==> src/rtl/usb_packet_rx.sv <==
// USB packet receiver: hunts SYNC on the unstuffed bit stream, assembles LSB-first
// bytes, checks PID/CRC5/CRC16 and flags packet-level errors at end of packet.
module usb_packet_rx #(
  parameter int unsigned SYNC_MIN_ZEROS = 6
) (
  input  logic       i_clk,
  input  logic       i_rstn,
  input  logic       i_data,
  input  logic       i_valid,
  input  logic       i_error,
  output logic [7:0] o_byte,
  output logic       o_byte_valid,
  output logic       o_sop,
  output logic [3:0] o_pid,
  output logic       o_eop,
  output logic       o_pid_err,
  output logic       o_crc_err,
  output logic       o_stuff_err,
  output logic       o_align_err
);

  typedef enum logic [1:0] {IDLE, PID, PAYLOAD, DONE} state_t;

  localparam logic [2:0] MIN_ZEROS = 3'(SYNC_MIN_ZEROS);

  state_t      state;
  logic        gap_prev;
  logic        eol;
  logic [2:0]  zero_cnt;
  logic [2:0]  bit_cnt;
  logic [6:0]  shift;
  logic [7:0]  next_byte;
  logic [9:0]  byte_cnt;
  logic [4:0]  crc5;
  logic [4:0]  crc5_next;
  logic [15:0] crc16;
  logic [15:0] crc16_next;
  logic        pid_err;
  logic        stuff_seen;
  logic        align_bad;
  logic        crc_bad;

  assign eol        = !i_valid && gap_prev;
  assign next_byte  = {i_data, shift};
  assign crc5_next  = {crc5[3:0], 1'b0} ^ ((crc5[4] ^ i_data) ? 5'b00101 : 5'b00000);
  assign crc16_next = {crc16[14:0], 1'b0} ^ ((crc16[15] ^ i_data) ? 16'h8005 : 16'h0000);
  assign align_bad  = bit_cnt != 3'd0;

  always_comb begin
    crc_bad = 1'b0;
    if (!pid_err && !align_bad) begin
      case (o_pid[1:0])
        2'b01:   crc_bad = (byte_cnt != 10'd2) || (crc5 != 5'b01100);
        2'b11:   crc_bad = (byte_cnt < 10'd2) || (crc16 != 16'h800D);
        2'b10:   crc_bad = byte_cnt != 10'd0;
        default: crc_bad = 1'b0;
      endcase
    end
  end

  always_ff @(posedge i_clk or negedge i_rstn) begin
    if (!i_rstn) begin
      state        <= IDLE;
      gap_prev     <= 1'b0;
      zero_cnt     <= '0;
      bit_cnt      <= '0;
      shift        <= '0;
      byte_cnt     <= '0;
      crc5         <= '0;
      crc16        <= '0;
      pid_err      <= 1'b0;
      stuff_seen   <= 1'b0;
      o_byte       <= '0;
      o_byte_valid <= 1'b0;
      o_sop        <= 1'b0;
      o_pid        <= '0;
      o_eop        <= 1'b0;
      o_pid_err    <= 1'b0;
      o_crc_err    <= 1'b0;
      o_stuff_err  <= 1'b0;
      o_align_err  <= 1'b0;
    end else begin
      gap_prev     <= !i_valid;
      o_byte_valid <= 1'b0;
      o_sop        <= 1'b0;
      o_eop        <= 1'b0;
      o_pid_err    <= 1'b0;
      o_crc_err    <= 1'b0;
      o_stuff_err  <= 1'b0;
      o_align_err  <= 1'b0;
      case (state)
        IDLE: begin
          if (i_valid) begin
            if (!i_data) begin
              if (zero_cnt != 3'd7) zero_cnt <= zero_cnt + 3'd1;
            end else begin
              if (zero_cnt >= MIN_ZEROS) begin
                state      <= PID;
                bit_cnt    <= '0;
                stuff_seen <= 1'b0;
              end
              zero_cnt <= '0;
            end
          end else if (eol) begin
            zero_cnt <= '0;
          end
        end
        PID: begin
          if (i_error) stuff_seen <= 1'b1;
          if (i_valid) begin
            shift   <= next_byte[7:1];
            bit_cnt <= bit_cnt + 3'd1;
            if (bit_cnt == 3'd7) begin
              o_byte       <= next_byte;
              o_byte_valid <= 1'b1;
              o_sop        <= 1'b1;
              o_pid        <= next_byte[3:0];
              pid_err      <= next_byte[7:4] != ~next_byte[3:0];
              byte_cnt     <= '0;
              crc5         <= '1;
              crc16        <= '1;
              state        <= PAYLOAD;
            end
          end else if (eol) begin
            state <= IDLE;
          end
        end
        PAYLOAD: begin
          if (i_error) stuff_seen <= 1'b1;
          if (i_valid) begin
            shift   <= next_byte[7:1];
            bit_cnt <= bit_cnt + 3'd1;
            crc5    <= crc5_next;
            crc16   <= crc16_next;
            if (bit_cnt == 3'd7) begin
              o_byte       <= next_byte;
              o_byte_valid <= 1'b1;
              if (byte_cnt != 10'd1023) byte_cnt <= byte_cnt + 10'd1;
            end
          end else if (eol) begin
            // Status is registered on the EOL edge so o_eop is high during DONE;
            // CRC is already final since the last valid bit is >= 2 cycles old.
            state       <= DONE;
            o_eop       <= 1'b1;
            o_pid_err   <= pid_err;
            o_align_err <= align_bad;
            o_crc_err   <= crc_bad;
            o_stuff_err <= stuff_seen || i_error;
          end
        end
        DONE: begin
          state <= IDLE;
        end
        default: state <= IDLE;
      endcase
    end
  end

endmodule

==> config.mk <==
export PLATFORM = sky130hd
export DESIGN_NAME = usb_packet_rx
export DESIGN_NICKNAME = d
export VERILOG_FILES = /design/src/rtl/usb_packet_rx.sv
export SDC_FILE = /design/constraint.sdc
export NUM_CORES = 1
export LEC_CHECK = 0
export CAP_MARGIN = 20
export CORE_MARGIN = 8
export CORE_UTILIZATION = 38
export DETAILED_ROUTE_END_ITERATION = 16
export SLEW_MARGIN = 20
export SYNTH_ARGS = -nofsm -noshare
export SYNTH_HDL_FRONTEND = slang
export SYNTH_SLANG_ARGS = --single-unit
==> constraint.sdc <==
create_clock -name i_clk -period 2 [get_ports i_clk]
set_input_delay 0.5 -clock i_clk [delete_from_list [all_inputs] [get_ports i_clk]]
set_output_delay 0.5 -clock i_clk [all_outputs]
set_load 0.005 [all_outputs]
# After elaboration in Yosys (flattened, before gate mapping)
# Cells that the tools add are included.
# totals
register_bits	68
inputBits	5
output_inout_bits	19
word_cells	141
# classes
add_sub_neg	3
eq_ne	28
n_bitwise	5
reduce_logical	24
mux	60
order_cmp	2
# ops
op	count
$mux W16	4
$mux W10	5
$pmux W16 S2	1
$mux W3	9
$mux W1	24
$ne A2 B2 Y1 const B	10
$pmux W10 S2	1
$mux W2	8
$ne A16 B16 Y1 const B	1
$xor A16 B16 Y16	1
$mux W5	3
$add A10 B1 Y10 const B	1
$lt A10 B2 Y1 const B	1
$ne A10 B10 Y1 const B	1
$ne A10 B2 Y1 const B	1
$pmux W5 S2	1
$reduce_and A5 Y1	2
$reduce_bool A10 Y1	1
$ne A3 B3 Y1 const B	3
$reduce_and A3 Y1	3
$eq A2 B2 Y1 const B	4
$pmux W2 S4	1
$reduce_and A7 Y1	1
$add A3 B1 Y3 const B	2
other kinds (23)	33

# Longest topological paths before layout
# logic_depth
word_depth	7
ltp_mapped	7
mapped_depth_nobuf	6

# Worst setup path after synthesis
# No wires, ideal clock.
# synth_path
kind	reg-to-reg
startpoint	register bit_cnt[0]
endpoint	register o_byte[0]
required_ps	1875
t_arrival_ps	1669
stages_incl_launch_ff	7
synth_period_minus_slack_ps	1793
setup_time_ps	125
n_path_buf	1
setup_slack_ps	207
path_cell_list	dfrtp_1 ha_1 ha_1 and2_1 buf_2 nand2_1 mux2_2
# synth_between
elab_chain_cells	2
# synth_rtl
item	line_no	source
start, declared	30	logic [2:0] bit_cnt;
start signal, assigned	112	bit_cnt <= bit_cnt + 3'd1;
start signal, assigned	132	bit_cnt <= bit_cnt + 3'd1;
$eq A3 B3 Y1	113, 135	
$reduce_and A3 Y1 (no source line)	-	
end signal, assigned	114	o_byte <= next_byte;
end signal, assigned	136	o_byte <= next_byte;
end, declared	11	output logic [7:0] o_byte,
# No other way between the ends.
# A chain may end at the register's enable or synchronous reset.

# Final worst setup path
# layout_path
startpoint	register o_pid[0]
endpoint	output port o_pid[0]
# layout_rtl
item	line_no	source
start, declared	14	output logic [3:0] o_pid,
start signal, assigned	117	o_pid <= next_byte[3:0];
# No word-level cell between the ends.

==> impl_metrics.tcl <==
set metrics [dict create \
    cp.arrival_ns 1.32 \
    overflow 0 \
    cts_made_buffers 9 \
    clk_latency_ns 0.34 \
    cts_post_setup_buffers_inserted 0 \
    cts-root-buf "clkbuf_8" \
    die_h_um 107 \
    ctsResizeCount 0 \
    die_w_um 107 \
    post-route-min-period_ns 1.82 \
    critPathMaxFanout 5 \
    clockBufferDepth 2 \
    antenna_found_initial 0 \
    num_antenna_cells 0 \
    core_area_um2 8130 \
    critical_path_class "reg -> out" \
    r2r_end "byte_cnt[1]" \
    min_path_type "in -> async" \
    cp_top_family "buffers and inverters" \
    required_ns 1.50 \
    post-place-cells 408 \
    drive_above_1_share 0.179 \
    final-hold-violation-count 0 \
    status "complete, no violations" \
    cts_tree "yes" \
    finalMaxSlewViolations 0 \
    cp-start-kind "flip-flop" \
    cts_hold_repair.buffers 0 \
    initial_core_util 0.390 \
    yosys.area.top_type "dfrtp_1" \
    synth_edf_count 0 \
    crit_start "o_pid[0]" \
    grt_max_degree 69 \
    portBuffers 23 \
    slowest_stage "clkdlybuf4s50_1" \
    cp-endpoint "o_pid[0]" \
    synth_ff_type "dfrtp_1" \
    regToRegStartpoint "state[0]" \
    dieArea_um2 11500 \
    ant_nets 0 \
    end_kind "output port" \
    ys_seq_area_frac 0.537 \
    final_cells 424 \
    syn_area_per_cell_um2 11.6 \
    yosys_register_bits 68 \
    num_vias 2199 \
    vias_per_cell 5.19 \
    grt.total_usage 0.119 \
    setup_viol_count_final 0 \
    io_pins 24 \
    fmax_mhz 549 \
    place_congestion 0.820 \
    async_flop_share 1.00 \
    grt_pass1_vias 2226 \
    vdd_drop_max_uv 487 \
    clkTransAtPathRegs_ns 0.08 \
    cts-htree-levels 3 \
    leakagePower_nw 1.75 \
    rrSetupSlack_ns 0.18 \
    firstDrtPassIters 4 \
    drt_iter0_drc 64 \
    drv_cap 0 \
    path_cells "clkdlybuf4s50_1" \
    synth_top_cell_area_share 0.537 \
    final_cell_mix "68 x dfrtp_1, 22 x mux2_2, 22 x clkdlybuf4s50_1" \
    p_per_area_nw_per_um2 1200 \
    timing.final.crit_share 0.910 \
    synth_area_leaders "dfrtp_1 54%, mux2_2 7.8%, o22a_1 5.3%" \
    wire_per_inst_um 15.2 \
    rsz0062_at_grt "no" \
    power_mw 4.57 \
    clock_sinks 68 \
    remaining_drc_errors 0 \
    hpwl_um 4400 \
    fin_skew_ns 0.00527 \
    final_nets 332 \
    r2r_cells 6 \
    slew_headroom 0.722 \
    grt_pass1_wl_um 11100 \
    ys.warnings.count 0 \
    routed_wl_um 6460 \
    yosysUniqueCellTypes 39 \
    rows 33 \
    final_common_cell "dfrtp_1" \
    cp_num_buf_inv 1 \
    postLayoutCoreUtil 0.470 \
    synthesis.nets 292 \
    worstMarginPinSlew_ns 0.413 \
    syn_area_um2 3170 \
    syn2layout_area_growth_pct 20.5 \
    synth_cells 274 \
    critPathMaxStageDelay_ns 0.54 \
    cp.depth 1 \
]
[worst min path at each step]
| stage | to | slack, ns | depth (start not counted) |
|---|---|---|---|
| 3_3_place_gp | o_byte[7] | 0.47 | 2 |
| 3_5_place_dp | o_byte[7] | 0.49 | 2 |
| 5_1_grt | o_byte[1] | 0.20 | 2 |
| 4_1_cts | o_byte[3] | 0.17 | 2 |
| 6_report | o_byte[3] | 0.16 | 2 |
| 2_1_floorplan | asynchronous set/reset pin | 0.20 | 0 |
[cell type report]
class | instances | area, um2
fillers | 743 | 4310
flip-flops and latches | 68 | 1700
multi-input cells | 180 | 1360
repair buffers | 39 | 383
clock buffers | 10 | 138
well taps | 105 | 131
inverters | 16 | 60.1
clock inverters | 6 | 48.8
[cell families (layout without fill, tap and decap cells)]
kind of cell    after synthesis  after routing  synth area share
xor+xnor                     10             10            0.0276
simple gates                 70             70             0.121
flops                        68             68             0.537
fa+ha+maj                    13             13            0.0513
mux                          26             26            0.0908
compound gates               61             61             0.138
buf+inv                      26             71            0.0347
[power by group]
group / switching (mW) / internal, mW
sequential: 0.382 / 1.79
clock: 0.556 / 0.491
combinational: 0.624 / 0.727
[synthesized netlist by cell type, types with 4 or more instances]
| cell type | count |
|---|---|
| nand3_1 | 5 |
| ha_1 | 13 |
| nor2_1 | 17 |
| a22o_1 | 5 |
| xor2_1 | 9 |
| o21ai_0 | 15 |
| and3_1 | 4 |
| mux2_2 | 22 |
| o22a_1 | 19 |
| buf_2 | 7 |
| nor4_1 | 4 |
| inv_1 | 16 |
| a21oi_1 | 7 |
| nand2_1 | 15 |
| mux2i_1 | 4 |
| nand4_1 | 4 |
| dfrtp_1 | 68 |
| a31oi_1 | 5 |
[flip-flops by register name, summed over array words and instances (netlist names), named ones only]
signal        cells
bit_cnt           3
state             1
shift             7
byte_cnt         10
crc5              5
o_pid_err         1
o_pid             4
o_byte_valid      1
pid_err           1
stuff_seen        1
o_eop             1
o_sop             1
o_byte            8
o_crc_err         1
zero_cnt          3
gap_prev          1
crc16            16
o_stuff_err       1
o_align_err       1
[layer usage]
metal,up-vias,wire (um),part of all wire,global-route usage
li1,1076,-,-,-
met1,1081,3220,0.50,0.159
met2,31,2860,0.44,0.174
met3,11,240,0.037,0.0281
met4,0,132,0.020,0.0673
met5,-,0,0,0
[through the flow]
| stage | setup WS [ns] | setup TNS (ns) | hold slack [ns] | instance area [um2] |
|---|---|---|---|---|
| after CTS | 0.138 | 0 | 0.172 | 3820 |
| after global routing | 0.0133 | 0 | 0.202 | 3820 |
| final | 0.180 | 0 | 0.162 | 3820 |
| after floorplan | 0.207 | 0 | 0.204 | 3170 |
| after detailed placement | -0.0441 | -0.135 | 0.487 | 3630 |
| after global placement | -0.0321 | -0.0697 | 0.474 | 3630 |
Power figures use the tool's default switching activity.
